[src/rtl/button_click_decoder.sv]
// ============================================================================
// Module   : button_click_decoder
// Brief    : Classifies a debounced button level into single / double / long
//            click pulses with a wrapping event count. Optional auto-repeat
//            while long-held is enabled by defining BTN_AUTOREPEAT_EN.
// Revision : 1.0 - initial release
// ============================================================================
`default_nettype none

module button_click_decoder #(
    parameter int CNT_W      = 26,
    parameter int LONG_CYC   = 50_000_000,
    parameter int GAP_CYC    = 30_000_000,
    parameter int REPEAT_CYC = 10_000_000
) (
    input  logic       clk,
    input  logic       reset_n,
    input  logic       btn_level,
    output logic       click_single,
    output logic       click_double,
    output logic       click_long,
    output logic       click_repeat,
    output logic [7:0] evt_cnt,
    output logic       busy
);

    typedef enum logic [2:0] {
        S_IDLE   = 3'd0,
        S_PRESS1 = 3'd1,
        S_GAP    = 3'd2,
        S_PRESS2 = 3'd3,
        S_LONG   = 3'd4
    } state_t;

    localparam logic [CNT_W-1:0] c_long_last   = CNT_W'(LONG_CYC - 1);
    localparam logic [CNT_W-1:0] c_gap_last    = CNT_W'(GAP_CYC - 1);
    localparam logic [CNT_W-1:0] c_repeat_last = CNT_W'(REPEAT_CYC - 1);
    localparam logic [CNT_W-1:0] c_timer_one   = CNT_W'(1);

    state_t           r_state;
    state_t           w_state_next;
    logic [CNT_W-1:0] r_timer;
    logic [CNT_W-1:0] w_timer_next;
    logic             r_btn_q;
    logic             w_rise;
    logic             w_fall;
    logic             r_single;
    logic             r_double;
    logic             r_long;
    logic             w_single_next;
    logic             w_double_next;
    logic             w_long_next;
    logic             w_evt_next;
    logic [7:0]       r_evt_cnt;

`ifdef BTN_AUTOREPEAT_EN
    logic             r_repeat;
    logic             w_repeat_next;
`else
    logic             w_unused_cfg;
`endif

    // btn_q resets high so a button held through reset never looks like a press
    assign w_rise = btn_level & ~r_btn_q;
    assign w_fall = ~btn_level & r_btn_q;

    always_comb begin
        w_state_next  = r_state;
        w_timer_next  = r_timer;
        w_single_next = 1'b0;
        w_double_next = 1'b0;
        w_long_next   = 1'b0;
`ifdef BTN_AUTOREPEAT_EN
        w_repeat_next = 1'b0;
`endif

        case (r_state)
            S_IDLE: begin
                if (w_rise) begin
                    w_state_next = S_PRESS1;
                end
            end
            S_PRESS1: begin
                if (w_fall) begin
                    w_state_next = S_GAP;
                end else if (r_timer == c_long_last) begin
                    w_state_next = S_LONG;
                    w_long_next  = 1'b1;
                end
            end
            S_GAP: begin
                if (w_rise) begin
                    w_state_next = S_PRESS2;
                end else if (r_timer == c_gap_last) begin
                    w_state_next  = S_IDLE;
                    w_single_next = 1'b1;
                end
            end
            S_PRESS2: begin
                if (w_fall) begin
                    w_state_next  = S_IDLE;
                    w_double_next = 1'b1;
                end
            end
            S_LONG: begin
                if (w_fall) begin
                    w_state_next = S_IDLE;
                end
            end
            default: begin
                w_state_next = S_IDLE;
            end
        endcase

        // Any state change restarts the timer; otherwise it runs in timed states
        if (w_state_next != r_state) begin
            w_timer_next = '0;
        end else if ((r_state == S_PRESS1) || (r_state == S_GAP)) begin
            w_timer_next = r_timer + c_timer_one;
        end
`ifdef BTN_AUTOREPEAT_EN
        else if (r_state == S_LONG) begin
            if (r_timer == c_repeat_last) begin
                w_timer_next  = '0;
                w_repeat_next = 1'b1;
            end else begin
                w_timer_next = r_timer + c_timer_one;
            end
        end
`endif
    end

    assign w_evt_next = w_single_next | w_double_next | w_long_next;

    always_ff @(posedge clk or negedge reset_n) begin
        if (!reset_n) begin
            r_state   <= S_IDLE;
            r_timer   <= '0;
            r_btn_q   <= 1'b1;
            r_single  <= 1'b0;
            r_double  <= 1'b0;
            r_long    <= 1'b0;
            r_evt_cnt <= 8'd0;
        end else begin
            r_state  <= w_state_next;
            r_timer  <= w_timer_next;
            r_btn_q  <= btn_level;
            r_single <= w_single_next;
            r_double <= w_double_next;
            r_long   <= w_long_next;
            if (w_evt_next) begin
                r_evt_cnt <= r_evt_cnt + 8'd1;
            end
        end
    end

`ifdef BTN_AUTOREPEAT_EN
    always_ff @(posedge clk or negedge reset_n) begin
        if (!reset_n) begin
            r_repeat <= 1'b0;
        end else begin
            r_repeat <= w_repeat_next;
        end
    end

    assign click_repeat = r_repeat;
`else
    assign w_unused_cfg = ^c_repeat_last;
    assign click_repeat = 1'b0;
`endif

    assign click_single = r_single;
    assign click_double = r_double;
    assign click_long   = r_long;
    assign evt_cnt      = r_evt_cnt;
    assign busy         = (r_state != S_IDLE);

endmodule

`default_nettype wire
[config.mk]
export PLATFORM = sky130hd
export DESIGN_NAME = button_click_decoder
export DESIGN_NICKNAME = d
export VERILOG_FILES = /design/src/rtl/button_click_decoder.sv
export SDC_FILE = /design/constraint.sdc
export NUM_CORES = 1
export LEC_CHECK = 0
export BUFFER_PORTS_ARGS = -buffer_cell sky130_fd_sc_hd__buf_2
export CAP_MARGIN = 20
export CORE_MARGIN = 2
export CORE_UTILIZATION = 55
export CTS_CLUSTER_SIZE = 30
export DETAILED_ROUTE_END_ITERATION = 16
export PLACE_DENSITY = 0.73
export SLEW_MARGIN = 40
export SYNTH_ARGS = -nofsm -noshare
export SYNTH_HDL_FRONTEND = slang
export SYNTH_SLANG_ARGS = --single-unit
export TNS_END_PERCENT = 30
[constraint.sdc]
create_clock -name clk -period 2.3 [get_ports clk]
set_input_delay 0.69 -clock clk [delete_from_list [all_inputs] [get_ports clk]]
set_output_delay 0.69 -clock clk [all_outputs]
set_load 0.05 [all_outputs]
==> results by group <==
Layout
  – Post-route cell area: 2770 sq um
  – Most frequent cells in the layout: dfrtp_1 (40), nor2_1 (34), xor2_1 (22)
  – Area Growth Syn to Fin: 14.2%
  – Share of layout cells above drive strength 1: 21.5%
  – Nets: 293
  – Commonest non-fill, non-tap cell in the layout: dfrtp_1
  – Core Util, Final: 64.6%
  – Antenna fix cells: 0

STA
  – Worst Skew: 0.00653 ns
  – Post-route minimum period: 2.21 ns
  – Slew HR: 45.3%
  – Fin Hold WS: 0.456 ns
  – Slew Limit Fails: 0
  – Period utilisation layout: 96.0%
  – Final Hold Viols: 0
  – RSZ-0062 raised after global routing: no
  – Max Freq: 453 MHz
  – Setup-failing EPs final: 0
  – Fin Setup TNS: 0 ns
  – Slew @ Worst Pin: 0.815 ns

Place
  – Placed cell area: 2620 sq um
  – HPWL Detailed: 3.61 mm
  – RD Place Congestion: 0.895
  – Port bufs: 14

CTS
  – CTS tree: built
  – Hold_buf cts: 0
  – CTS Sinks: 41
  – Htree depth: 2
  – CTS clk-pin slew, worst paths: 0.08 ns
  – Worst skew pair latency: 0.29 ns
  – Clock Path Buffers: 2
  – Clk root buf: clkbuf_8
  – TritonCTS Buffers: 5

Route
  – Post-DR vias/cell: 5.97
  – WL final: 5.17 mm
  – DRT iter0 DRCs: 149
  – DRC Markers: 0
  – Via count: 2037
  – Avg WL per Cell: 15.2 um
  – DRT Pass-1 Iters: 4
  – Antenna viol nets, final: 0

Setup path
  – WP data required: 1.61 ns
  – CP Class: reg -> out
  – CP Launch Type: flop
  – Crit path max fanout: 10
  – Worst Path Arrival: 1.52 ns
  – Crit. End Element: output port

Flow run
  – Max-cap violations: 0

Global route
  – Vias in the first global route: 1932
  – Largest net degree at the start of global routing: 42
  – Total GRT Usage: 22.4%
  – GRT overflow: 0
  – Initial antenna violation count: 0
  – First-pass GRT wire length: 8.93 mm

Floorplanning
  – Placeable Area: 4290 sq um
  – Total Die Area: 4970 sq um
  – Die width: 70.5 um
  – Initial core utilization: 56.6%
  – Rows: 24
  – Die Y: 70.5 um
  – Ports: 16

Synthesis
  – Synth Area in Adders: 1.03%
  – XOR/XNOR Fraction of Synth Area: 9.37%
  – Simple-Gate Fraction of Synth Area: 32.5%
  – Async S/R FF share, synth: 100%
  – Synthesized cell area: 2430 sq um
  – Sequential share of the synthesized area: 42.3%
  – Synth Flop Type: dfrtp_1
  – Synth unique cells: 52
  – Synth Instances: 261
  – Top cells by area, synth: dfrtp_1 (41%), xor2_1 (7.9%), nor2_1 (5.3%), nand3_1 (4.1%), nand4_1 (4.1%)
  – Synth Area per Inst: 9.31 sq um
  – Main combinational cell family by area after synthesis: simple AND/OR/NAND/NOR gates
  – Post-synth EDFFs: 0
  – Synth Area in Compound Gates: 8.96%
  – Mux contribution to synthesized area: 1.39%
  – Synthesis warning total: 0
  – Largest area contributor in the netlist: dfrtp_1
  – Synth top area share: 41.2%
  – Yosys reg bits: 41
  – Synthesized net count: 266

Outcome
  – Status: finished, final reports clean

Power
  – Pwr dens: 700 nW/um^2
  – VDD IR max: 0.487 mV
  – Lkg Pwr: 1.25 nW
  – Total power: 1.94 mW

Min path
  – HP Class: in -> async
## logic make-up after synthesis
| logic type | count (synthesis) |
|---|---|
| AO/OA/AOI/OAI | 32 |
| XOR/XNOR | 26 |
| adder cells (fa/ha/maj) | 2 |
| buffers and inverters | 17 |
| flip-flops | 41 |
| multiplexers | 3 |
| other | 1 |
| AND/OR/NAND/NOR | 139 |
## per-stage QoR
step | cells | worst slack (ns)
after floorplan | 261 | 0.181
after global placement | 333 | 0.0670
after detailed placement | 333 | 0.00552
after CTS | 341 | 0.0988
after global routing | 341 | 0.0160
final | 341 | 0.0910
## worst paths after layout
| path | start | endpoint | slack, ns | cells after the start |
|---|---|---|---|---|
| setup / recovery | r_state[2]$_DFF_PN0_ | busy | 0.09 | 3 |
| hold / removal | reset_n | r_timer[22]$_DFFE_PN0P_ | 0.46 | 2 |
| setup reg to reg | r_timer[17]$_DFFE_PN0P_ | evt_cnt[1]$_DFFE_PN0P_ | 0.11 | 5 |
| hold reg to reg | evt_cnt[0]$_DFFE_PN0P_ | evt_cnt[0]$_DFFE_PN0P_ | 0.53 | 1 |
| max in group asynchronous | reset_n | r_btn_q$_DFF_PN1_ | 1.48 | 2 |
| min in group clk | evt_cnt[0]$_DFFE_PN0P_ | evt_cnt[0]$_DFFE_PN0P_ | 0.53 | 1 |
## state kept, by name (all words and copies together) (netlist names)
register	flops
click_double	1
click_long	1
click_single	1
evt_cnt	8
r_btn_q	1
r_state	3
r_timer	26
## cells in the mapped netlist, types with 2 or more instances
library cell   n
a31oi_1        3
nor2_1        34
or3b_2         2
inv_1          3
clkbuf_2       2
o21ai_0       10
or2_2          2
nand2_1       20
and3_1         4
nand3_1       20
or3_1          6
o311ai_1       2
nand4b_1       2
dfrtp_1       40
mux2_2         3
nor4_2         2
a21boi_0       2
nor3_1         5
nand2b_1       2
o211ai_1       3
nand4_1       16
a21oi_1        4
xnor2_1        4
and4_1         3
buf_6          3
buf_2          3
ha_1           2
or4_1          2
nor4_1         6
o21ai_1        2
and2b_2        3
buf_4          3
nand3b_1       2
clkbuf_1       2
xor2_1        22
## where the power goes
part / internal [mW] / switching (mW) / total, mW
sequential: 0.774 / 0.0653 / 0.840
combinational: 0.139 / 0.281 / 0.419
clock: 0.431 / 0.251 / 0.682
## critical path, cell delays in order, from the launching register on
cell     delay [ns]
dfrtp_1        0.50
buf_4          0.22
or3_1          0.29
buf_2          0.21
## routing by layer
metal | GRT usage [%] | share of wire (%) | vias up | wire length (um)
li1 | - | - | 996 | -
met1 | 31.3 | 46 | 984 | 2380
met2 | 35.3 | 48 | 51 | 2470
met3 | 4.76 | 4.7 | 6 | 242
met4 | 6.20 | 1.6 | 0 | 81
met5 | 0 | 0 | - | 0
## repair_timing
item	in CTS	in global routing
buffers inserted	0	0
setup endpoints to repair	0	7
resized for setup	0	2
## area by class of cell
type | instances | area (sq um)
Clock buffer | 5 | 68.8
Clock inverter | 3 | 65.1
Fill cell | 365 | 1520
Inverter | 3 | 11.3
Multi-Input combinational cell | 203 | 1320
Sequential cell | 41 | 1030
Tap cell | 52 | 65.1
Timing Repair Buffer | 34 | 220
Note: power is estimated with default switching activity, not from simulation.
